[src/rtl/mult_div_unit.sv]
// Iterative HI/LO multiply/divide unit: MULT/MULTU/DIV/DIVU over 32 shift
// cycles plus single-cycle MTHI/MTLO, owning the architectural HI/LO pair.
module mult_div_unit (
  input  logic        clk,
  input  logic        reset,
  input  logic        start,
  input  logic [2:0]  op,
  input  logic [31:0] a,
  input  logic [31:0] b,
  output logic        busy,
  output logic        done,
  output logic [31:0] hi,
  output logic [31:0] lo
);

  typedef enum logic [1:0] {
    S_IDLE,
    S_MUL,
    S_DIV,
    S_FIX
  } state_t;

  state_t      state;
  logic [4:0]  cnt;
  logic [31:0] r_hi;
  logic [31:0] r_lo;
  logic [31:0] opnd;
  logic [31:0] a_org;
  logic        neg_q;
  logic        neg_r;
  logic        is_div;
  logic        dz;

  logic        sgn;
  logic [31:0] abs_a;
  logic [31:0] abs_b;
  logic [32:0] sum;
  logic [32:0] rem_sh;
  logic [32:0] diff;
  logic [63:0] prod;

  always_comb begin
    sgn    = ~op[0];
    abs_a  = (sgn & a[31]) ? (~a + 32'd1) : a;
    abs_b  = (sgn & b[31]) ? (~b + 32'd1) : b;
    sum    = {1'b0, r_hi} + {1'b0, (r_lo[0] ? opnd : 32'd0)};
    rem_sh = {r_hi, r_lo[31]};
    diff   = rem_sh - {1'b0, opnd};
    prod   = neg_q ? (~{r_hi, r_lo} + 64'd1) : {r_hi, r_lo};
  end

  always_ff @(posedge clk) begin
    if (reset) begin
      state  <= S_IDLE;
      cnt    <= '0;
      hi     <= '0;
      lo     <= '0;
      busy   <= 1'b0;
      done   <= 1'b0;
      r_hi   <= '0;
      r_lo   <= '0;
      opnd   <= '0;
      a_org  <= '0;
      neg_q  <= 1'b0;
      neg_r  <= 1'b0;
      is_div <= 1'b0;
      dz     <= 1'b0;
    end else begin
      done <= 1'b0;
      case (state)
        S_IDLE: begin
          if (start) begin
            case (op)
              3'b000, 3'b001, 3'b010, 3'b011: begin
                cnt    <= '0;
                neg_q  <= sgn & (a[31] ^ b[31]);
                neg_r  <= sgn & a[31];
                is_div <= op[1];
                dz     <= (b == 32'd0);
                a_org  <= a;
                r_hi   <= '0;
                busy   <= 1'b1;
                // mul: {acc, multiplier}; div: {rem, dividend->quo}
                r_lo   <= op[1] ? abs_a : abs_b;
                opnd   <= op[1] ? abs_b : abs_a;
                state  <= op[1] ? S_DIV : S_MUL;
              end
              3'b100: hi <= a;
              3'b101: lo <= a;
              default: ;
            endcase
          end
        end
        S_MUL: begin
          r_hi <= sum[32:1];
          r_lo <= {sum[0], r_lo[31:1]};
          cnt  <= cnt + 5'd1;
          if (cnt == 5'd31) state <= S_FIX;
        end
        S_DIV: begin
          // diff[32] set means the trial subtraction went negative
          r_hi <= diff[32] ? rem_sh[31:0] : diff[31:0];
          r_lo <= {r_lo[30:0], ~diff[32]};
          cnt  <= cnt + 5'd1;
          if (cnt == 5'd31) state <= S_FIX;
        end
        S_FIX: begin
          if (is_div && dz) begin
            hi <= a_org;
            lo <= 32'hFFFF_FFFF;
          end else if (is_div) begin
            hi <= neg_r ? (~r_hi + 32'd1) : r_hi;
            lo <= neg_q ? (~r_lo + 32'd1) : r_lo;
          end else begin
            hi <= prod[63:32];
            lo <= prod[31:0];
          end
          done  <= 1'b1;
          busy  <= 1'b0;
          state <= S_IDLE;
        end
        default: state <= S_IDLE;
      endcase
    end
  end

endmodule

[config.mk]
export PLATFORM = sky130hd
export DESIGN_NAME = mult_div_unit
export DESIGN_NICKNAME = d
export VERILOG_FILES = /design/src/rtl/mult_div_unit.sv
export SDC_FILE = /design/constraint.sdc
export NUM_CORES = 1
export LEC_CHECK = 0
export CAP_MARGIN = 40
export CORE_UTILIZATION = 54
export DETAILED_ROUTE_END_ITERATION = 10
export PLACE_DENSITY = 0.86
export RECOVER_POWER = 100
export SKIP_LAST_GASP = 1
export SLEW_MARGIN = 40
export SYNTH_ARGS = -nofsm -noshare
export SYNTH_HDL_FRONTEND = slang
export SYNTH_SLANG_ARGS = --single-unit
[constraint.sdc]
create_clock -name clk -period 4.2 [get_ports clk]
set_clock_uncertainty 0.1 [all_clocks]
set_input_delay 0.84 -clock clk [delete_from_list [all_inputs] [get_ports clk]]
set_output_delay 0.84 -clock clk [all_outputs]
set_load 0.03 [all_outputs]
==> After elaboration in Yosys (flattened, before gate mapping) <==
Cells that the tools add are included.
{ "totals": {"ff_bits": 205, "latchBits": 0, "ramBits": 0, "rom_bits": 0, "output_inout_bits": 66, "wordCells": 100, "mem_count": 0} }
{ "classes": {"add_sub_neg": 8, "n_mul": 0, "div_mod_pow": 0, "order_cmp": 0, "n_eq_ne": 14, "n_shift": 0, "muxes": 37, "n_bitwise": 11, "n_reduce_logical": 16} }
{ "op_table": {"columns": ["cell", "n"], "rows": [
  ["two-way mux 32 bit", 20],
  ["case mux 32 bit (3 select lines)", 2],
  ["adder 32 x 1 -> 32 bit, second input constant", 4],
  ["NOT 32 bit", 4],
  ["case mux 32 bit (2 select lines)", 2],
  ["adder 64 x 1 -> 64 bit, second input constant", 1],
  ["two-way mux 64 bit", 1],
  ["NOT 64 bit", 1],
  ["adder 32 x 32 -> 33 bit", 1],
  ["subtractor 33 x 32 -> 33 bit", 1],
  ["zero test 32 bit", 1],
  ["AND reduction 3 bit", 7],
  ["two-way mux 5 bit", 2],
  ["case mux 5 bit (2 select lines)", 1],
  ["two-way mux 2 bit", 4],
  ["inequality test 2 x 1 -> 1 bit, second input constant", 4],
  ["equality test 3 x 2 -> 1 bit, second input constant", 2],
  ["equality test 3 bit, second input constant", 2],
  ["case mux 2 bit (3 select lines)", 1],
  ["adder 5 x 1 -> 5 bit, second input constant", 1],
  ["equality test 5 bit, second input constant", 1],
  ["equality test 2 bit, second input constant", 2],
  ["nonzero test 2 bit", 2],
  ["OR reduction 4 bit", 1],
  ["other kinds (13)", 18]
]} }

==> Longest topological paths before layout <==
{ "depth": {"depth_word": 7, "depth_mapped": 15} }

==> Worst setup path before layout <==
Ideal clock, no wire load.
{ "synth_timing": {"kind": "register to register", "from": "register r_hi[0]", "to": "register r_hi[25]", "arrival_ns": 3.216, "t_required_ns": 3.985, "setup_slack_ns": 0.769, "stages_incl_launch_ff": 16, "n_path_buf": 3, "synth_period_minus_slack_ns": 3.431, "cell_sequence": "dfxtp_1 -> clkbuf_1 -> inv_1 -> fa_1 -> nand2b_1 -> a21o_1 -> a21oi_1 -> o211a_1 -> o21ai_0 -> a211oi_2 -> clkbuf_1 -> buf_2 -> mux2i_1 -> nor2_1 -> a21oi_1 -> nand2_1"} }
{ "synth_between": {"elab_chain_len": 3, "word_cells_on_any_way": 4, "cone_classes": "2 x add/sub; 2 x mux"} }
{ "synth_lines": {"columns": ["item", "line_no", "text"], "rows": [
  ["start: declaration", "25", "logic [31:0] r_hi;"],
  ["start signal: assignment", "95", "r_hi <= sum[32:1];"],
  ["start signal: assignment", "102", "r_hi <= diff[32] ? rem_sh[31:0] : diff[31:0];"],
  ["subtractor 33 x 32 -> 33 bit", "48", "diff = rem_sh - {1'b0, opnd};"],
  ["two-way mux 32 bit", "102", null],
  ["case mux 32 bit (3 select lines) (*)", "70", "case (state)"]
]} }
Every way passes the cells marked *; elsewhere a longest branch is shown, timed or not.
A chain may end at the register's enable or synchronous reset.

==> Worst setup path in the final report <==
{ "layout_timing": {"from": "input port op[2]", "to": "register r_hi[18]"} }
{ "layout_between": {"elab_chain_len": 4, "word_cells_on_any_way": 7, "cone_classes": "4 x eq/ne; 3 x reduce/logical"} }
{ "layout_lines": {"columns": ["item", "line_no", "text"], "rows": [
  ["start: declaration", "7", "input logic [2:0] op,"],
  ["equality test 3 x 1 -> 1 bit (tied with other cells)", "73", "case (op)"],
  ["OR reduction 4 bit (*)", "73", null],
  ["inequality test 2 x 1 -> 1 bit (no source line) (*)", null, null],
  ["AND reduction 3 bit (no source line) (*)", null, null]
]} }
Marks and branches as above.

==> run metrics <==
compound-gate portion of the synthesized area between 20 and 30%; fin area 18600 sq um; Post-Synth Adder-Cell Area 6.09%; Worst Setup Start Kind input port; top routing layer in use met5; final setup TNS 0 ns; Slew headroom -66.9%; Register Area 4100 sq um; GPL Wtd Cong 0.985; fraction of layout cells with a size suffix above 1 7.18%; top_reg_cell synth dfxtp_1; Final #Nets 2430; Syn Nets 2350; post-synthesis simple-gate area fraction roughly a fifth; Fin. Hold Viols 0; Total Power around 8.1 mW; multiplexer area fraction after synthesis 2.12%; DR iter-0 viols 2794; area grow syn2layout 15.8%; TritonCTS Buffers 23; reg2reg path depth 10; area of the multi-input gates ~11000 sq um; final worst slack 0.0907 ns; sequential fraction of the synthesis area 25.5%; Synth Area in XOR/XNOR 9.59%; Hold Path End lo[15]$_SDFFE_PP0P_; core area 29000 sq um; f_max around 0.24 GHz; die area 30500 sq um; first-pass GRT wire length 93200 um; r2r endpoint r_hi[18]$_SDFFE_PP0P_; CTS resizes 0; vias per cell 6.69; CTS tree built; hold_buf cts 0; Gate Count Post-Synth 2203; DRC viols 0; RSZ-0062 raised after global routing no; Tot GR Track Use 38.8%; WHS Path Cells 2; dpl cells 2642; asr flop ratio synth 0%; critical path class input port to flip-flop; post-route antenna net violation count 0; area leader, netlist dfxtp_1; clock buffer depth 3; Place WS -0.0111 ns; worst r2r src state[1]$_SDFFE_PP0P_; Synth top area share 25.5%; Slew @ Worst Pin ~2.5 ns; PD cells 434 nW/um^2; Cell Rows 62; largest family of logic cells by synthesized area compound AO/OA/AOI/OAI gates; peak supply drop 0.000489 V; Routed Wire Length 61100 um; die width 175 um; post-layout min period 4.11 ns; vias in the first global route around 16k; Hold Startpoint lo[15]$_SDFFE_PP0P_; Starting Density 55.4%; Fillers 2567; DRT met1 WL approximately 24000 um; Post-Layout Cell Count 2683; Avg Synthesized Cell Area 7.30 sq um; Chip Height roughly 170 um; Final Max Tran Viols 78; # clock sinks roughly 210; R2R setup slack 0.13 ns; met2 wire len 26000 um; status complete, but fails checks; initial antenna violation count 2; Reg clk slew, reported paths 0.06 ns; data arrival time of the critical path 4.46 ns; maxcap violations 3; top area cells in the synthesized netlist dfxtp_1, a21oi_1, nand2_1; first-pass iteration count of the detailed router 6; CP Max Fanout 23; post-synth cell types between 80 and 90; port bufs 135; required time worst endpoint 4.55 ns; I/O pin count ~140; # setup viols final 0; LEAKAGE 7.45 nW; Post-CTS Setup Repair Bufs 0; period utilization slightly below 100%; Placed Area between 15000 and 20000 sq um; Hold Crit Class flip-flop to flip-flop; crit end category flip-flop; total grt overflow 0; Fin Hold WS 0.348 ns; Seq cells post-synth approximately 200; post-synthesis cell area 16100 sq um; root buffer cell clkbuf_16; final core utilization 64.1%; via count 17.9k; yosys warns 0; Post-synth EDFFs 0; failing checks max-capacitance violations, max-slew violations; H-tree levels 1; DR WL/cell 22.8 um; largest net degree at the start of global routing 69; met3 WL 8150 um; post-DP HPWL about 46000 um; Skew-Pair Late Insertion Delay 0.54 ns
## layer usage
| layer | global-route usage (%) | vias to the layer above |
|---|---|---|
| li1 | - | 8102 |
| met1 | 50.8 | 8291 |
| met2 | 59.2 | 1288 |
| met3 | 10.6 | 257 |
| met4 | 17.4 | 2 |
| met5 | 0 | - |
## placed cells by master (no fill, tap or decap), types with 37 or more instances in the layout
cell type        instances
xnor2_1                108
nand2_1                263
o21ai_0                123
dfxtp_1                205
buf_4                   80
a211oi_1                56
o211ai_1                37
a21oi_1                237
nor2_1                 222
a21o_1                  39
clkdlybuf4s50_1         65
a22oi_1                 44
nor3_1                  53
dlygate4sd3_1           68
inv_1                   76
ha_1                    75
xor2_1                  68
## state kept, by name, summed over array words and instances, names as in the netlist
name / count
is_div: 1
neg_q: 1
done: 1
opnd: 32
neg_r: 1
r_lo: 32
lo: 32
dz: 1
r_hi: 32
busy: 1
cnt: 5
a_org: 32
state: 2
hi: 32
## worst max path at each step
stage | start | to | slack (ns)
global placement | a[10] | r_lo[25]$_SDFFE_PP0P_ | 0.05
detailed placement | a[10] | r_lo[19]$_SDFFE_PP0P_ | -0.01
CTS | r_lo[31]$_SDFFE_PP0P_ | r_hi[10]$_SDFFE_PP0P_ | 0.34
finish | op[2] | r_hi[18]$_SDFFE_PP0P_ | 0.09
floorplan | r_hi[0]$_SDFFE_PP0P_ | r_hi[25]$_SDFFE_PP0P_ | 0.77
global route | start | r_hi[18]$_SDFFE_PP0P_ | 0.03
## cell type report
class / instances / area share [%]
clock buffers: 32 / 3.54
inverters: 78 / 1.57
flip-flops and latches: 205 / 22.1
diodes: 1 / 0.0134
repair buffers: 230 / 10.8
multi-input cells: 1745 / 59.1
well taps: 384 / 2.58
clock inverters: 8 / 0.323
## critical path, stage by stage
cell and delay (ns):
clkdlybuf4s50_1 0.58, or2_0 1.28, o21ai_0 0.41, nor2_2 0.57
buf_4 0.43, a22oi_1 0.16, o31a_1 0.12, o21ai_0 0.07
## cells in the mapped netlist (7+ instances only)
| library cell | instances |
|---|---|
| or3_1 | 11 |
| a211oi_1 | 56 |
| nand4_1 | 8 |
| o21a_1 | 10 |
| a31oi_1 | 23 |
| xnor2_1 | 108 |
| nand3_1 | 27 |
| nand2b_1 | 13 |
| o21bai_1 | 12 |
| or4_1 | 10 |
| clkbuf_1 | 151 |
| o31ai_1 | 16 |
| nor3_1 | 53 |
| xor2_1 | 68 |
| and2_1 | 13 |
| a221o_1 | 10 |
| o41ai_1 | 7 |
| o21ai_0 | 120 |
| dfxtp_1 | 205 |
| mux2i_1 | 25 |
| nor2_1 | 226 |
| nor4_1 | 18 |
| o221ai_1 | 32 |
| nor2b_1 | 13 |
| buf_1 | 10 |
| o211ai_1 | 37 |
| and3_1 | 12 |
| inv_1 | 77 |
| a32o_1 | 8 |
| a21o_1 | 39 |
| a311oi_1 | 11 |
| a22o_1 | 13 |
| mux2_2 | 8 |
| a22oi_1 | 44 |
| buf_2 | 8 |
| nand2_1 | 264 |
| or2_2 | 15 |
| o22ai_1 | 16 |
| a21oi_1 | 238 |
| ha_1 | 75 |
| nor3b_1 | 8 |
## power by group
group          switching, mW  internal [mW]  leakage, nW  total [mW]
Clock                  0.867           1.10        0.349        1.97
Sequential             0.323           2.19         1.67        2.51
Combinational           2.36           1.24         5.44        3.60
## cells by family (layout without fill, tap and decap cells)
family	count (synthesis)	in the layout
compound gates	738	738
xor+xnor	176	176
fa+ha+maj	77	77
buf+inv	253	348
flops	205	205
mux	33	33
other cells	0	1
simple gates	721	721
Note: power is estimated with default switching activity, not from simulation.
